**src/rtl/led_pkg.sv**
```systemverilog
// Shared definitions for the LED blink array: channel mode encoding.
// The mode encoding is also used by software register maps, so values are fixed.
package led_pkg;

    localparam int MODE_W = 2;

    typedef enum logic [MODE_W-1:0] {
        MODE_OFF     = 2'd0,
        MODE_ON      = 2'd1,
        MODE_BLINK   = 2'd2,
        MODE_ONESHOT = 2'd3
    } led_mode_e;

endpackage

```
**src/rtl/led_channel.sv**
```systemverilog
// One LED channel: holds mode, period, high time and a counter, and produces
// a registered lit flag plus a one-cycle wrap pulse.
import led_pkg::*;

module led_channel #(
    parameter int CNT_W = 26
) (
    input  logic             clk,
    input  logic             rst,
    input  logic             wr_en,
    input  led_mode_e        wr_mode,
    input  logic [CNT_W-1:0] wr_period,
    input  logic [CNT_W-1:0] wr_high,
    input  logic             sync,
    output logic             lit,
    output logic             wrap
);

    localparam logic [CNT_W-1:0] CNT_ZERO = {CNT_W{1'b0}};
    localparam logic [CNT_W-1:0] CNT_ONE  = {{(CNT_W-1){1'b0}}, 1'b1};

    led_mode_e        mode_r;
    logic [CNT_W-1:0] period_r;
    logic [CNT_W-1:0] high_r;
    logic [CNT_W-1:0] cnt_r;
    logic             lit_r;
    logic             wrap_r;

    led_mode_e        mode_next_s;
    logic [CNT_W-1:0] cnt_next_s;
    logic             lit_next_s;
    logic             wrap_next_s;
    logic             period_end_s;
    logic             high_end_s;

    // Next-state and next-output decode from the current channel state.
    always_comb begin
        mode_next_s  = mode_r;
        cnt_next_s   = CNT_ZERO;
        lit_next_s   = 1'b0;
        wrap_next_s  = 1'b0;
        // Only meaningful when period/high are non-zero; the cases below gate on that.
        period_end_s = (cnt_r == (period_r - CNT_ONE));
        high_end_s   = (cnt_r == (high_r - CNT_ONE));
        case (mode_r)
            MODE_OFF: begin
                lit_next_s = 1'b0;
            end
            MODE_ON: begin
                lit_next_s = 1'b1;
            end
            MODE_BLINK: begin
                if (period_r == CNT_ZERO) begin
                    lit_next_s = 1'b0;
                end else begin
                    lit_next_s  = (cnt_r < high_r);
                    wrap_next_s = period_end_s;
                    // sync restarts the phase; otherwise count 0..period-1.
                    cnt_next_s  = (sync || period_end_s) ? CNT_ZERO : (cnt_r + CNT_ONE);
                end
            end
            MODE_ONESHOT: begin
                if (high_r == CNT_ZERO) begin
                    mode_next_s = MODE_OFF;
                end else begin
                    lit_next_s  = (cnt_r < high_r);
                    wrap_next_s = high_end_s;
                    if (high_end_s) begin
                        mode_next_s = MODE_OFF;
                        cnt_next_s  = CNT_ZERO;
                    end else begin
                        cnt_next_s  = cnt_r + CNT_ONE;
                    end
                end
            end
            default: begin
                mode_next_s = MODE_OFF;
            end
        endcase
    end

    // Channel state and registered outputs; reset beats a write, a write beats sync/counting.
    always_ff @(posedge clk) begin
        if (rst) begin
            mode_r   <= MODE_OFF;
            period_r <= CNT_ZERO;
            high_r   <= CNT_ZERO;
            cnt_r    <= CNT_ZERO;
            lit_r    <= 1'b0;
            wrap_r   <= 1'b0;
        end else if (wr_en) begin
            mode_r   <= wr_mode;
            period_r <= wr_period;
            high_r   <= wr_high;
            cnt_r    <= CNT_ZERO;
            lit_r    <= lit_next_s;
            // The interrupted period or one-shot never reports completion.
            wrap_r   <= 1'b0;
        end else begin
            mode_r   <= mode_next_s;
            cnt_r    <= cnt_next_s;
            lit_r    <= lit_next_s;
            wrap_r   <= wrap_next_s;
        end
    end

    assign lit  = lit_r;
    assign wrap = wrap_r;

endmodule

```
**src/rtl/led_blink_array.sv**
```systemverilog
// Array of independent LED channels with a single configuration write port,
// a global phase-align input and selectable output polarity.
import led_pkg::*;

module led_blink_array #(
    parameter int NUM_CH     = 6,
    parameter int CNT_W      = 26,
    parameter bit ACTIVE_LOW = 1'b1
) (
    input  logic                                      clk,
    input  logic                                      rst,
    input  logic                                      cfg_valid,
    output logic                                      cfg_ready,
    input  logic [((NUM_CH > 1) ? $clog2(NUM_CH) : 1)-1:0] cfg_ch,
    input  logic [1:0]                                cfg_mode,
    input  logic [CNT_W-1:0]                          cfg_period,
    input  logic [CNT_W-1:0]                          cfg_high,
    input  logic                                      sync,
    output logic [NUM_CH-1:0]                         o_leds,
    output logic [NUM_CH-1:0]                         o_wrap
);

    localparam int CH_W = (NUM_CH > 1) ? $clog2(NUM_CH) : 1;

    logic              ready_r;
    logic              wr_fire_s;
    logic [NUM_CH-1:0] lit_s;
    logic [NUM_CH-1:0] wrap_s;

    // Ready stays low through reset and the first cycle after it.
    always_ff @(posedge clk) begin
        if (rst) begin
            ready_r <= 1'b0;
        end else begin
            ready_r <= 1'b1;
        end
    end

    assign cfg_ready = ready_r & ~rst;
    assign wr_fire_s = cfg_valid & cfg_ready;

    // Channels beyond NUM_CH never match, so such writes are silently dropped.
    for (genvar i = 0; i < NUM_CH; i++) begin : g_ch
        led_channel #(
            .CNT_W (CNT_W)
        ) u_ch (
            .clk       (clk),
            .rst       (rst),
            .wr_en     (wr_fire_s && (cfg_ch == CH_W'(i))),
            .wr_mode   (led_mode_e'(cfg_mode)),
            .wr_period (cfg_period),
            .wr_high   (cfg_high),
            .sync      (sync),
            .lit       (lit_s[i]),
            .wrap      (wrap_s[i])
        );
    end

    assign o_leds = ACTIVE_LOW ? ~lit_s : lit_s;
    assign o_wrap = wrap_s;

endmodule

```
**config.mk**
```make
export PLATFORM = sky130hd
export DESIGN_NAME = led_blink_array
export DESIGN_NICKNAME = d
export VERILOG_FILES = /design/src/rtl/led_pkg.sv /design/src/rtl/led_channel.sv /design/src/rtl/led_blink_array.sv
export SDC_FILE = /design/constraint.sdc
export NUM_CORES = 2
export LEC_CHECK = 0
export CAP_MARGIN = 10
export CORE_UTILIZATION = 45
export CTS_BUF_LIST = sky130_fd_sc_hd__clkbuf_8
export CTS_CLUSTER_SIZE = 40
export DETAILED_ROUTE_END_ITERATION = 8
export SKIP_CTS_REPAIR_TIMING = 1
export SLEW_MARGIN = 20
export SYNTH_ARGS = -nofsm -noshare
export SYNTH_HDL_FRONTEND = slang
export SYNTH_SLANG_ARGS = --single-unit
export TNS_END_PERCENT = 10
```
**constraint.sdc**
```tcl
create_clock -name clk -period 6.4 [get_ports clk]
set_input_delay 1.28 -clock clk [delete_from_list [all_inputs] [get_ports clk]]
set_output_delay 1.28 -clock clk [all_outputs]
set_load 0.02 [all_outputs]
```
==> metrics.log <==
INFO  metric total_switching_power = roughly 1.9 mW
INFO  metric routed-via-count = about 31000
INFO  metric hold_path_class = reg2reg
INFO  metric htree_num_levels = 3
INFO  metric synth.distinct_cells = 93
INFO  metric fillers = roughly 7300
INFO  metric timing.final.crit_period = 4.228 ns
INFO  metric gr-total-overflow = 0
INFO  metric post-synth-top-area-fraction = 0.2954
INFO  metric finalClockSkew = ~0.033 ns
INFO  metric synth-async-reset-ratio = 0
INFO  metric synth.avg_cell_area = 7.505 µm²
INFO  metric place.detailed.instances = about 5200
INFO  metric grt_setup_unrepaired = no
INFO  metric syn_to_final_growth = 8.540%
INFO  metric power.internal = 5.104 mW
INFO  metric switching_share = 0.2694
INFO  metric wire_per_inst = between 20 and 25 µm
INFO  metric postSynthCellCount = roughly 4500
INFO  metric postRouteAntennaNets = 0
INFO  metric core_area = roughly 73000 µm²
INFO  metric rows = slightly below 100
INFO  metric die_area = about 75000 µm²
INFO  metric timing.rr.end = g_ch[4].u_ch.cnt_r[2]
INFO  metric synth_area = between 30000 and 40000 µm²
INFO  metric yosysTopAreaCell = sky130_fd_sc_hd__dfxtp_1
INFO  metric clkSinkCount = roughly 490
INFO  metric synth.net_count = 4686
INFO  metric fin_nets = ~4600
INFO  metric setup.worst_path.start_class = flop
INFO  metric max-vdd-ir-drop = 0.0001718 V
INFO  metric cp_max_fo = 26
INFO  metric grt_first_pass_wirelength = 165.7 mm
INFO  metric library_cell_used_as_clock_root_buffer = sky130_fd_sc_hd__clkbuf_8
INFO  metric leakage = between 10 and 15 nW
INFO  metric hold_depth = 2
INFO  metric detailedPlace.worstSlack = a little under 2 ns
INFO  metric achievable-frequency = around 0.24 GHz
INFO  metric core_utilization_of_the_finished_layout = 0.4953
INFO  metric die_w = 274.5 µm
INFO  metric clk-insertion-delay-late = 0.72 ns
INFO  metric num_cts_buffers = 90
INFO  metric synth_flop_cell = sky130_fd_sc_hd__dfxtp_1
INFO  metric post-route-drc-count = 2
INFO  metric worstSetupEndpointType = flop
INFO  metric synth_seq_cells = about 490
INFO  metric initialDrtViolationCount = ~2700
INFO  metric register_area = between 9000 and 10000 µm²
INFO  metric final.setup.worst_slack = 2.172 ns
INFO  metric regToRegSetupSlack = approximately 2.2 ns
INFO  metric clockBufferDepth = 3
INFO  metric yosys-top-cells-count = sky130_fd_sc_hd__nand2_1, sky130_fd_sc_hd__dfxtp_1, sky130_fd_sc_hd__a21oi_1
INFO  metric layout-drive-gt1-share = 0.05233
INFO  metric synthesis.yosys.warnings = 0
INFO  metric final-max-slew-violation-count = 0
INFO  metric crit_type = reg2reg
INFO  metric timing.hold.ws = between 0.4 and 0.5 ns
INFO  metric worstHoldStart = g_ch[1].u_ch.period_r[5]
INFO  metric dp_hpwl = 76.73 mm
INFO  metric multi_input_logic_area = between 20000 and 25000 µm²
INFO  metric cell_with_the_most_instances_after_synthesis = sky130_fd_sc_hd__nand2_1
INFO  metric maxSlewHeadroom = 0.2532
INFO  metric fin_setup_tns = 0 ns
INFO  metric outcome = finished, violations left
INFO  metric worst_reg2reg_startpoint = g_ch[4].u_ch.period_r[2]
INFO  metric routed_wl = 108.0 mm
INFO  metric share_clk_of_total_power = 0.466
INFO  metric worst_reg2reg_path_length_in_cells = 9
INFO  metric grt_max_degree = 96
INFO  metric final_cell_count_no_fill = ~5400
INFO  metric sequentialPowerShare = 0.445
INFO  metric chip_height = between 200 and 300 µm
INFO  metric power-per-cell-area = ~190 nW/µm²
INFO  metric gpl.final_weighted_congestion = approximately 0.94
INFO  metric worst_pin_slew = 1.120 ns
INFO  metric design.portCount = 74
INFO  metric period_share = 0.6606
INFO  metric cts_tree = done
INFO  metric first_global_vias = 28050
INFO  metric cp.arrival = about 4.8 ns
INFO  metric max_cap_violations = 0
INFO  metric hold_ep = g_ch[1].u_ch.period_r[5]
INFO  metric cp.required = approximately 6.9 ns
INFO  metric globalRouteTotalUtil = 0.2823
INFO  metric routed_vias_inst = 5.813
INFO  metric ys_seq_area_frac = 0.2954
INFO  metric synth.area.top_cells = sky130_fd_sc_hd__dfxtp_1, sky130_fd_sc_hd__nand2_1, sky130_fd_sc_hd__xnor2_1
INFO  metric p_comb_frac = 0.088
INFO  metric setup_viol_count_final = 0
INFO  metric initial_core_util = 0.4563
INFO  metric failing_checks = DRC
INFO  metric place.port_buffers = 73
INFO  metric synth-edff-count = 0
INFO  metric clk_pin_slew = 0.06 ns
INFO  metric finalHoldViolCount = 0
INFO  metric dr.pass1.iters = 8
INFO  metric antenna_found_initial = 5
cell usage in the layout (no fill, tap or decap), types with 22 or more instances in the layout:
cell                              count
sky130_fd_sc_hd__a211oi_1            26
sky130_fd_sc_hd__a21o_1              37
sky130_fd_sc_hd__a21oi_1            382
sky130_fd_sc_hd__a31oi_1             31
sky130_fd_sc_hd__and3_1              56
sky130_fd_sc_hd__buf_4               22
sky130_fd_sc_hd__clkbuf_8           116
sky130_fd_sc_hd__clkdlybuf4s50_1     72
sky130_fd_sc_hd__dfxtp_1            493
sky130_fd_sc_hd__ha_1               174
sky130_fd_sc_hd__inv_1              232
sky130_fd_sc_hd__mux2i_1             27
sky130_fd_sc_hd__nand2_1            794
sky130_fd_sc_hd__nand2b_1            33
sky130_fd_sc_hd__nand3_1            149
sky130_fd_sc_hd__nand4_1            103
sky130_fd_sc_hd__nor2_1             276
sky130_fd_sc_hd__nor2b_1             37
sky130_fd_sc_hd__nor3_1             123
sky130_fd_sc_hd__nor3b_1             22
sky130_fd_sc_hd__nor4_1             137
sky130_fd_sc_hd__o21ai_0             87
sky130_fd_sc_hd__or3_1               29
sky130_fd_sc_hd__or4_1               45
sky130_fd_sc_hd__xnor2_1            305
sky130_fd_sc_hd__xor2_1             227
area by class of cell:
| class | count | area share |
|---|---|---|
| flip-flops and latches | 493 | 0.2722 |
| well taps | 959 | 0.03309 |
| clock inverters | 49 | 0.009766 |
| multi-input cells | 3452 | 0.5944 |
| repair buffers | 95 | 0.02485 |
| diodes | 1 | 0.00006902 |
| inverters | 209 | 0.02164 |
| clock buffers | 116 | 0.04403 |
worst max-delay path by stage:
stage / start / endpoint / slack (ns) / cells past startpoint
after floorplan: g_ch[5].u_ch.period_r[0] / g_ch[5].u_ch.cnt_r[18] / 2.79 / 13
after global placement: rst / g_ch[4].u_ch.cnt_r[8] / 2.03 / 9
after detailed placement: rst / g_ch[4].u_ch.cnt_r[8] / 1.93 / 9
after CTS: g_ch[2].u_ch.high_r[6] / g_ch[2].u_ch.cnt_r[25] / 2.00 / 9
after global routing: g_ch[4].u_ch.period_r[2] / g_ch[4].u_ch.cnt_r[16] / 1.65 / 9
final: g_ch[4].u_ch.period_r[2] / g_ch[4].u_ch.cnt_r[2] / 2.17 / 9
flip-flops by register name, indices dropped and copies added, names as in the netlist:
register / flops
g_ch.u_ch.wrap: 6
ready_r: 1
g_ch.u_ch.mode_r: 12
g_ch.u_ch.lit: 6
g_ch.u_ch.cnt_r: 156
g_ch.u_ch.period_r: 156
g_ch.u_ch.high_r: 156
power groups by stage:
stage / combinational, mW / sequential [mW] / clock, mW
2_1_floorplan: 0.373 / 3.17 / 0
3_3_place_gp: 0.601 / 3.18 / 0
3_5_place_dp: 0.604 / 3.18 / 0
4_1_cts: 0.606 / 3.11 / 3.33
5_1_grt: 0.659 / 3.11 / 3.47
6_report: 0.617 / 3.11 / 3.26
critical path, stage by stage (launching register included):
cell and delay (ns):
sky130_fd_sc_hd__dfxtp_1 0.35, sky130_fd_sc_hd__nor4_1 0.92, sky130_fd_sc_hd__nand3b_1 0.39, sky130_fd_sc_hd__o31ai_1 0.30, sky130_fd_sc_hd__nand3_1 0.10, sky130_fd_sc_hd__or4_1 0.49
sky130_fd_sc_hd__nor4_1 0.23, sky130_fd_sc_hd__nor4bb_1 0.36, sky130_fd_sc_hd__o22a_1 0.80, sky130_fd_sc_hd__nor2_1 0.11
per-stage QoR:
step	instance area, µm²	power [mW]
floorplan	33410	3.539
global placement	34300	3.778
detailed placement	34300	3.781
CTS	36250	7.043
global route	36260	7.241
finish	36260	6.986
logic make-up (layout without fill, tap and decap cells):
family,after synthesis,in the layout,share of synthesized area
fa+ha+maj,174,174,0.06517
simple gates,1943,1943,0.2857
flops,493,493,0.2954
buf+inv,506,469,0.06071
xor+xnor,533,533,0.1402
compound gates,767,767,0.1421
mux,35,35,0.01079
other cells,0,1,0
per-layer routing:
metal | part of all wire | track usage
met1 | 0.46 | 0.4046
met3 | 0.073 | 0.04606
met4 | 0.030 | 0.08816
met2 | 0.43 | 0.4283
met5 | 0.00033 | 0
Power figures use the tool's default switching activity.
